File: config.mk
export PLATFORM = sky130hd
export DESIGN_NAME = fifo1_rr_scheduler
export DESIGN_NICKNAME = d
export VERILOG_FILES = /design/src/rtl/fifo1_rr_scheduler_pkg.sv /design/src/rtl/fifo1_rr_scheduler_rr_grant.sv /design/src/rtl/fifo1_rr_scheduler.sv
export SDC_FILE = /design/constraint.sdc
export NUM_CORES = 1
export LEC_CHECK = 0
export CORE_AREA = 2 2 123 125
export CTS_CLUSTER_SIZE = 14
export DETAILED_ROUTE_END_ITERATION = 8
export DIE_AREA = 0 0 125 127
export PLACE_DENSITY = 0.86
export SETUP_SLACK_MARGIN = 0.2
export SYNTH_ARGS = -nofsm -noshare
export SYNTH_HDL_FRONTEND = slang
export SYNTH_SLANG_ARGS = --single-unit
File: constraint.sdc
create_clock -name CLK -period 4.9 [get_ports CLK]
set_input_delay 0.735 -clock CLK [delete_from_list [all_inputs] [get_ports CLK]]
set_output_delay 0.735 -clock CLK [all_outputs]
set_load 0.1 [all_outputs]
File: src/rtl/fifo1_rr_scheduler_pkg.sv
// Shared types and defaults for the round-robin one-entry scheduler.
// Consumers import fifo1_sched_pkg::*.
package fifo1_sched_pkg;

    localparam int NREQ_DEF  = 4;
    localparam int WIDTH_DEF = 32;
    localparam int CNTW_DEF  = 16;

    // Source-tag width: at least one bit even for a single requester.
    function automatic int idw(input int n);
        return (n > 1) ? $clog2(n) : 1;
    endfunction

    typedef logic [idw(NREQ_DEF)-1:0] src_id_t;
    typedef logic [WIDTH_DEF-1:0]     word_t;

endpackage

File: src/rtl/fifo1_rr_scheduler_rr_grant.sv
// Combinational round-robin grant: first valid requester at or after ptr.
// Produces a one-hot grant and its encoded index.
module rr_grant
    import fifo1_sched_pkg::*;
#(
    parameter int NREQ = NREQ_DEF,
    parameter int IDW  = idw(NREQ_DEF)
) (
    input  logic [NREQ-1:0] req_valid,
    input  logic [IDW-1:0]  ptr,
    input  logic            enable,
    output logic [NREQ-1:0] grant,
    output logic [IDW-1:0]  idx
);

    logic found;
    int   j;

    // Scan ptr, ptr+1, ... mod NREQ and take the first valid requester.
    always_comb begin
        grant = '0;
        idx   = '0;
        found = 1'b0;
        j     = 0;
        for (int k = 0; k < NREQ; k++) begin
            j = int'(ptr) + k;
            if (j >= NREQ) j = j - NREQ;
            if (enable && !found && req_valid[j]) begin
                found    = 1'b1;
                grant[j] = 1'b1;
                idx      = IDW'(j);
            end
        end
    end

endmodule

File: src/rtl/fifo1_rr_scheduler.sv
// One-entry buffer shared by NREQ producers with round-robin grant,
// source tagging, per-source accept counters and a sticky protocol flag.
module fifo1_rr_scheduler
    import fifo1_sched_pkg::*;
#(
    parameter  int NREQ  = NREQ_DEF,
    parameter  int WIDTH = WIDTH_DEF,
    parameter  int CNTW  = CNTW_DEF,
    localparam int IDW   = idw(NREQ)
) (
    input  logic                  CLK,
    input  logic                  nRST,
    input  logic [NREQ-1:0]       req_valid,
    output logic [NREQ-1:0]       enq__RDY,
    input  logic [NREQ-1:0]       enq__ENA,
    input  logic [NREQ*WIDTH-1:0] enq_v,
    output logic                  deq__RDY,
    input  logic                  deq__ENA,
    output logic                  first__RDY,
    output logic [WIDTH-1:0]      first,
    output logic [IDW-1:0]        first_src,
    output logic                  notEmpty,
    output logic                  proto_err,
    input  logic [IDW-1:0]        sel_cnt,
    output logic [CNTW-1:0]       acc_cnt
);

    logic             full;
    logic             err;
    logic [WIDTH-1:0] element;
    logic [IDW-1:0]   src;
    logic [IDW-1:0]   ptr;
    logic [IDW-1:0]   gidx;
    logic [NREQ-1:0]  grant;
    logic [CNTW-1:0]  cnt [NREQ];
    logic             enq_ok;
    logic             enq_err;
    logic             deq_ok;
    logic             deq_err;

    rr_grant #(
        .NREQ (NREQ),
        .IDW  (IDW)
    ) u_grant (
        .req_valid (req_valid),
        .ptr       (ptr),
        .enable    (!full),
        .grant     (grant),
        .idx       (gidx)
    );

    // Classify this cycle's enq/deq as legal or a protocol violation.
    always_comb begin
        enq_ok  = 1'b0;
        enq_err = 1'b0;
        deq_ok  = 1'b0;
        deq_err = 1'b0;
        if (enq__ENA != '0) begin
            enq_ok  = (enq__ENA == grant);
            enq_err = !enq_ok;
        end
        deq_ok  = deq__ENA && full;
        deq_err = deq__ENA && !full;
    end

    // Control state: full flag, priority pointer, counters, error flag.
    always_ff @(posedge CLK) begin
        if (!nRST) begin
            full <= 1'b0;
            ptr  <= '0;
            err  <= 1'b0;
            for (int i = 0; i < NREQ; i++) cnt[i] <= '0;
        end else begin
            if (enq_ok) begin
                full      <= 1'b1;
                ptr       <= (gidx == IDW'(NREQ - 1)) ? '0 : gidx + IDW'(1);
                cnt[gidx] <= cnt[gidx] + CNTW'(1);
            end else if (deq_ok) begin
                full <= 1'b0;
            end
            if (enq_err || deq_err) err <= 1'b1;
        end
    end

    // Payload and tag are captured on accept only; don't-care while empty.
    always_ff @(posedge CLK) begin
        if (enq_ok) begin
            element <= enq_v[int'(gidx)*WIDTH +: WIDTH];
            src     <= gidx;
        end
    end

    // Debug counter readout; out-of-range selects read as zero.
    always_comb begin
        acc_cnt = '0;
        if (int'(sel_cnt) < NREQ) acc_cnt = cnt[sel_cnt];
    end

    assign enq__RDY   = grant;
    assign deq__RDY   = full;
    assign first__RDY = full;
    assign notEmpty   = full;
    assign first      = element;
    assign first_src  = src;
    assign proto_err  = err;

endmodule

==> flow_summary.ini, run 1 <==
[synthesis]
synth_area_leader_cell = edfxtp_1
yosys-top-cells-area = edfxtp_1 42%, nand2_1 9.9%, mux4_2 6.8%
yosys_most_used_dff = edfxtp_1
netlist_area_um2 = 6950
syn_nets = 857
async_reset_ff_frac = 0
synth_cells = 707
ys_seq_area_frac = 0.435
syn_area_per_cell_um2 = 9.83
ys_seq_elements = 102
synth_edf_count = 98
synth.top_cell.area_share = 0.424
synth.distinct_cells = 75
yosys_warnings = 0

[detailed_routing]
drt-wirelength-per-cell_um = 19.9
drt-total-wl_um = 21400
avgViaCountPerCell = 5.90
drcViolationCount = 0
postRouteAntennaNets = 0
dr.pass1.iters = 6
drt_iter0_drc = 759
vias = 6346

[sta]
rsz0062_at_grt = no
fin_crit_sh = 0.904
max_freq_ghz = 0.226
worst_pin_slew_ns = 1.04
fin_setup_tns_ns = 0
hold_viol_final = 0
fin_hold_ws_ns = 0.517
fin_crit_ns = 4.43
drv_slew = 0
worst_slack_ns = 0.471
relSlewSlack = 0.302
fin_worst_skew_ns = 0.0125
setup_viol = 0

[die]
rows = 44
io_pins = 199
die_area_um2 = 15900
die_x_um = 125
die_h_um = 127
design.core.area_um2 = 14400
initial_core_util = 0.482

[place]
dp_slack_ns = 0.134
port_buffers = 198
place.gp.congestion = 0.964
hpwl_um = 15400
post_dp_cell_area_um2 = 9040

[global_routing]
antenna_found_initial = 0
first_global_vias = 6194
grtUsageTotal = 0.262
grt_max_degree = 67
grt_pass1_wl_um = 33200
overflow = 0

[power_and_ir_drop]
peakVddDrop_mv = 0.217
cellPowerDensity_nw_per_um2 = 337
p_leak_nw = 3.50

[finish]
seq_area_um2 = 3020
area_delta_synth_final_pct = 34.2
nets = 1037
multi_input_area_um2 = 3610
final_layout_size_suffix_gt1_frac = 0.142
layout_commonest_cell = nand2_1
layout_common_cells = 183 x nand2_1, 178 x clkdlybuf4s50_1, 98 x edfxtp_1, 53 x nor2_1
num_antenna_cells = 0
fin_area_um2 = 9330
num-fill-cells = 1119

[cts]
post-cts-setup-buffers = 0
ctsResizeCount = 0
clock_sinks = 102
cts.htree.levels = 3
cts_hold_buffers = 0
cts_made_buffers = 9
clk_latency_ns = 0.36
clockBufferDepth = 2
cts_tree = yes
clk_pin_slew_ns = 0.07
clockRootBuffer = clkbuf_16

[worst_setup_path]
cp-end-kind = register
r2r-end = cnt[2][8]$_SDFFCE_PN0P_
cp_max_fo = 17
rr_startpoint = ptr[1]$_SDFFE_PN0P_
crit_type = primary input to register
rrSetupSlack_ns = 0.82
cp-start-kind = primary input
endpoint = cnt[2][8]$_SDFFCE_PN0P_
cp_data_required_time_ns = 5.08
ff2ff_path_depth = 14
arrival_ns = 4.61
crit_start = req_valid[2]

[hold_path]
hold_class = register to register
holdCritStartpoint = proto_err$_SDFFE_PN0P_
worstHoldPathCells = 2

[job]
maxCapViolCount = 0

[run_status]
outcome = complete, no violations
## power breakdown
group / total (mW) / switching [mW] / internal, mW / leakage [nW]
clock network: 0.692 / 0.341 / 0.351 / 0.130
registers: 1.07 / 0.0320 / 1.04 / 1.00
logic: 1.38 / 0.900 / 0.477 / 2.36
total: 3.14 / 1.27 / 1.87 / 3.50
## layer usage
| layer | part of all wire | wire length, µm | GRT usage |
|---|---|---|---|
| met4 | 0.028 | 607 | 0.0948 |
| met2 | 0.48 | 10200 | 0.412 |
| met1 | 0.40 | 8640 | 0.365 |
| met5 | 0 | 0 | 0 |
| met3 | 0.093 | 1990 | 0.0528 |
## kinds of logic (layout without fill, tap and decap cells)
| logic type | count (synthesis) | count (layout) | synth area share |
|---|---|---|---|
| xor gates and xnor gates | 19 | 19 | 0.0240 |
| and+or+nand+nor | 367 | 367 | 0.259 |
| DFF | 102 | 102 | 0.435 |
| buffers and inverters | 67 | 252 | 0.0468 |
| adders and majority gates | 9 | 9 | 0.0162 |
| AOI/OAI and AO/OA | 99 | 99 | 0.112 |
| muxes | 44 | 44 | 0.107 |
## synth_stat cells, types with 3 or more instances
| cell type | count |
|---|---|
| nand2_1 | 183 |
| edfxtp_1 | 98 |
| nor2_1 | 53 |
| and3_1 | 43 |
| a31oi_1 | 40 |
| clkbuf_1 | 28 |
| mux4_2 | 21 |
| nand3_1 | 20 |
| mux2i_1 | 15 |
| a21oi_1 | 12 |
| inv_1 | 12 |
| xnor2_1 | 12 |
| buf_2 | 9 |
| ha_1 | 9 |
| nor2b_1 | 9 |
| nor3_1 | 9 |
| o21ai_0 | 9 |
| nor2_2 | 7 |
| xor2_1 | 7 |
| buf_1 | 6 |
| buf_6 | 6 |
| mux2_2 | 6 |
| or3_1 | 6 |
| a211o_1 | 4 |
| buf_4 | 4 |
| dfxtp_1 | 4 |
| nand3b_1 | 4 |
| nor3b_1 | 4 |
| and2_1 | 3 |
| nor2_4 | 3 |
## layout make-up
| cell class | instances | area share |
|---|---|---|
| Tap cell | 184 | 0.0247 |
| Timing Repair Buffer | 222 | 0.228 |
| Clock inverter | 7 | 0.00604 |
| Clock buffer | 9 | 0.0241 |
| Inverter | 14 | 0.00604 |
| Sequential cell | 102 | 0.324 |
| Multi-Input combinational cell | 538 | 0.387 |
## state kept, by name, summed over array words and instances (netlist names)
register and cells:
first 32, first_src 2, deq__RDY 1, ptr 2
cnt 64, proto_err 1
## worst min path at each step
stage                              endpoint  slack, ns
floorplan           cnt[0][0]$_SDFFCE_PN0P_       0.57
global placement     proto_err$_SDFFE_PN0P_       0.47
detailed placement   proto_err$_SDFFE_PN0P_       0.49
CTS                  proto_err$_SDFFE_PN0P_       0.51
global route         proto_err$_SDFFE_PN0P_       0.56
finish               proto_err$_SDFFE_PN0P_       0.52
## through the flow
stage | power (mW) | utilization | cells
5_1_grt | 3.28 | 0.647 | 1076
4_1_cts | 3.14 | 0.646 | 1076
2_1_floorplan | 2.08 | - | 707
6_report | 3.14 | 0.647 | 1076
3_3_place_gp | 2.43 | 0.627 | 1060
3_5_place_dp | 2.45 | 0.627 | 1060
## critical path, cell delays in order
cell,delay (ns)
clkdlybuf4s50_1,0.52
mux4_2,0.54
nand2b_2,0.27
a21oi_2,0.31
nor2_4,0.08
clkinv_2,0.27
nand2_1,0.10
and3_1,0.20
a31oi_1,0.25
ha_2,0.35
inv_1,0.10
nor4_2,0.36
xor2_1,0.28
nor3b_1,0.24
(Power assumes the default switching activity.)
==> run 2: changes to the inputs <==
Settings changed: ABC_CLOCK_PERIOD_IN_PS from default to 4900, CORE_AREA 2 2 123 125 to 2 2 117 119, DIE_AREA 0 0 125 127 to 0 0 119 121, PLACE_DENSITY 0.86 to 0.79, SYNTH_HIERARCHICAL from default to 1.
==> run 2 against run 1 <==
Against the previous run:
- combinational power down 3%
- hold slack worse by 0.0021 ns
- core utilization is 0.17 points higher
- clock power shrank 0.7%
- sequential power is essentially flat
- largest power group unchanged
==> flow_summary.ini, run 2 <==
[synthesis]
yosys-top-cells-area = edfxtp_1 50%, mux4_2 23%, nor2_1 3.6%
netlist_area_um2 = 5910
synth_edf_count = 98
synth_cells = 400
async_reset_ff_frac = 0
synth_common_cells = 98 x edfxtp_1, 61 x mux4_2, 56 x nor2_1
yosys_most_used_dff = edfxtp_1
ys_seq_elements = 102
ys_seq_area_frac = 0.512
synth.top_cell.area_share = 0.498
yosys_warnings = 6
synth.distinct_cells = 46
synth_area_leader_cell = edfxtp_1
yosysMostFrequentCell = edfxtp_1
syn_area_per_cell_um2 = 14.8
syn_nets = 550

[global_routing]
first_global_vias = 4824
grt_use_met2 = 0.426
grt_pass1_wl_um = 27400
antenna_found_initial = 2
grt_max_degree = 36
met3_usage = 0.0888
grt_busiest_layer = met2
met1_usage = 0.302
grtUsageTotal = 0.258
overflow = 0

[worst_setup_path]
worstSetupPathDepth = 11
cpMostUsedCell = mux4_2
crit_buf_inv = 1
ff2ff_path_depth = 12
slowest_stage = mux4_2
r2r-end = cnt[1][14]$_SDFFCE_PN0P_
cp-start-kind = primary input
cp_data_required_time_ns = 4.99
cp_max_fo = 15
crit_type = primary input to register
rr_startpoint = ptr[1]$_SDFFE_PN0P_
rrSetupSlack_ns = 0.66
cp-end-kind = register
cpPeakStageDelay_ns = 0.62
critPathTopFamily = compound AO/OA/AOI/OAI gates
arrival_ns = 4.57
path_cells = clkdlybuf4s50_1 > mux4_2 > or3_4 > a2111oi_4 > o2bb2ai_4 > mux4_2 > ha_1 > nand4_2 > or4b_4 > o21ai_0 > a21oi_1

[place]
place.gp.congestion = 0.917
hpwl_um = 13800
port_buffers = 198

[run_status]
outcome = complete, no violations

[finish]
area_delta_synth_final_pct = 43.6
final_core_util = 0.648
layout_commonest_cell = clkdlybuf4s50_1
regMostFlops = cnt
largest_register_ffs = 64
layout_common_cells = 178 x clkdlybuf4s50_1, 98 x edfxtp_1, 61 x mux4_2, 56 x nor2_1, 47 x buf_4
nets = 757
final_layout_size_suffix_gt1_frac = 0.235
num-fill-cells = 939

[die]
initial_core_util = 0.451
die_x_um = 119
rows = 42
io_pins = 199
design.core.area_um2 = 13100
die_h_um = 121
die_area_um2 = 14400

[hold_path]
hold_class = register to register
holdCritStartpoint = proto_err$_SDFFE_PN0P_
worstHoldPathCells = 2
whs_endpoint = proto_err$_SDFFE_PN0P_

[cts]
clockRootBuffer = clkbuf_16
ctsResizeCount = 0
clk_pin_slew_ns = 0.07
cts_tree = yes
cts_hold_buffers = 0
clock_sinks = 102
clk_latency_ns = 0.36
cts.htree.levels = 3
clockBufferDepth = 2
cts_made_buffers = 9
post-cts-setup-buffers = 0

[sta]
fin_worst_skew_ns = 0.0107
fin_crit_ns = 4.48
drv_slew = 0
max_freq_ghz = 0.223
rsz0062_at_grt = no
relSlewSlack = 0.252
hold_viol_final = 0
fin_crit_sh = 0.915
setup_viol = 0
fin_setup_tns_ns = 0
worst_pin_slew_ns = 1.12

[detailed_routing]
vias = 4577
avgViaCountPerCell = 5.80
dr.pass1.iters = 5
drt-total-wl_um = 18200
drt-wirelength-per-cell_um = 23.0
drcViolationCount = 0
drt_iter0_drc = 435
postRouteAntennaNets = 0

[power_and_ir_drop]
p_leak_nw = 2.91
cellPowerDensity_nw_per_um2 = 367
peakVddDrop_mv = 0.284

[job]
maxCapViolCount = 0
==> run 2: power by group <==
part           leakage (nW)  internal (mW)  switching [mW]
Clock                 0.142          0.352           0.335
Sequential             1.00           1.05          0.0256
Combinational          1.77          0.526           0.818
Total                  2.91           1.93            1.18
==> run 2: how the worst max path moves through the flow <==
| stage | from | end | slack, ns |
|---|---|---|---|
| floorplan | ptr[0]$_SDFFE_PN0P_ | cnt[1][0]$_SDFFCE_PN0P_ | 0.22 |
| global placement | req_valid[3] | cnt[0][14]$_SDFFCE_PN0P_ | 0.23 |
| detailed placement | req_valid[2] | cnt[2][14]$_SDFFCE_PN0P_ | 0.1 |
| CTS | req_valid[2] | cnt[2][14]$_SDFFCE_PN0P_ | 0.46 |
| global route | req_valid[2] | cnt[1][14]$_SDFFCE_PN0P_ | 0.24 |
| finish | req_valid[2] | cnt[1][14]$_SDFFCE_PN0P_ | 0.42 |
==> run 2: layout make-up <==
type / instances / area [µm²] / share of cell area
Antenna cell: 1 / 2.50 / 0.000295
Clock buffer: 9 / 225 / 0.0265
Clock inverter: 7 / 56.3 / 0.00664
Inverter: 10 / 41.3 / 0.00487
Multi-Input combinational cell: 259 / 2780 / 0.328
Sequential cell: 102 / 3020 / 0.356
Tap cell: 176 / 220 / 0.0260
Timing Repair Buffer: 225 / 2130 / 0.252
==> run 2: tightest hold or removal path, delay by kind of cell, from the launching register on <==
family           cells  cell delay [ns]
flip-flops           1             0.33
AND/OR/NAND/NOR      1             0.10
AO/OA/AOI/OAI        1             0.05
==> run 2: metrics by stage <==
stage	std cells	hold WS [ns]	area (µm²)	setup slack (ns)	power, mW
after global placement	772	0.497	8200	0.234	2.41
after global routing	788	0.539	8480	0.236	3.23
final	789	0.515	8480	0.419	3.11
after CTS	788	0.520	8480	0.464	3.13
after floorplan	400	0.504	5960	0.217	2.07
after detailed placement	772	0.508	8200	0.0974	2.44
==> run 2: logic make-up after synthesis <==
| logic type | after synthesis | share of synthesized area |
|---|---|---|
| AOI/OAI and AO/OA | 35 | 0.0417 |
| and+or+nand+nor | 128 | 0.109 |
| adders and majority gates | 9 | 0.0191 |
| muxes | 71 | 0.264 |
| xor gates and xnor gates | 16 | 0.0237 |
| DFF | 102 | 0.512 |
| buffers and inverters | 39 | 0.0311 |
==> run 2: routing by layer <==
| metal | vias up | wire length (µm) |
|---|---|---|
| li1 | 2012 | - |
| met3 | 54 | 1890 |
| met1 | 2249 | 6580 |
| met2 | 262 | 8940 |
| met5 | - | 0 |
| met4 | 0 | 759 |
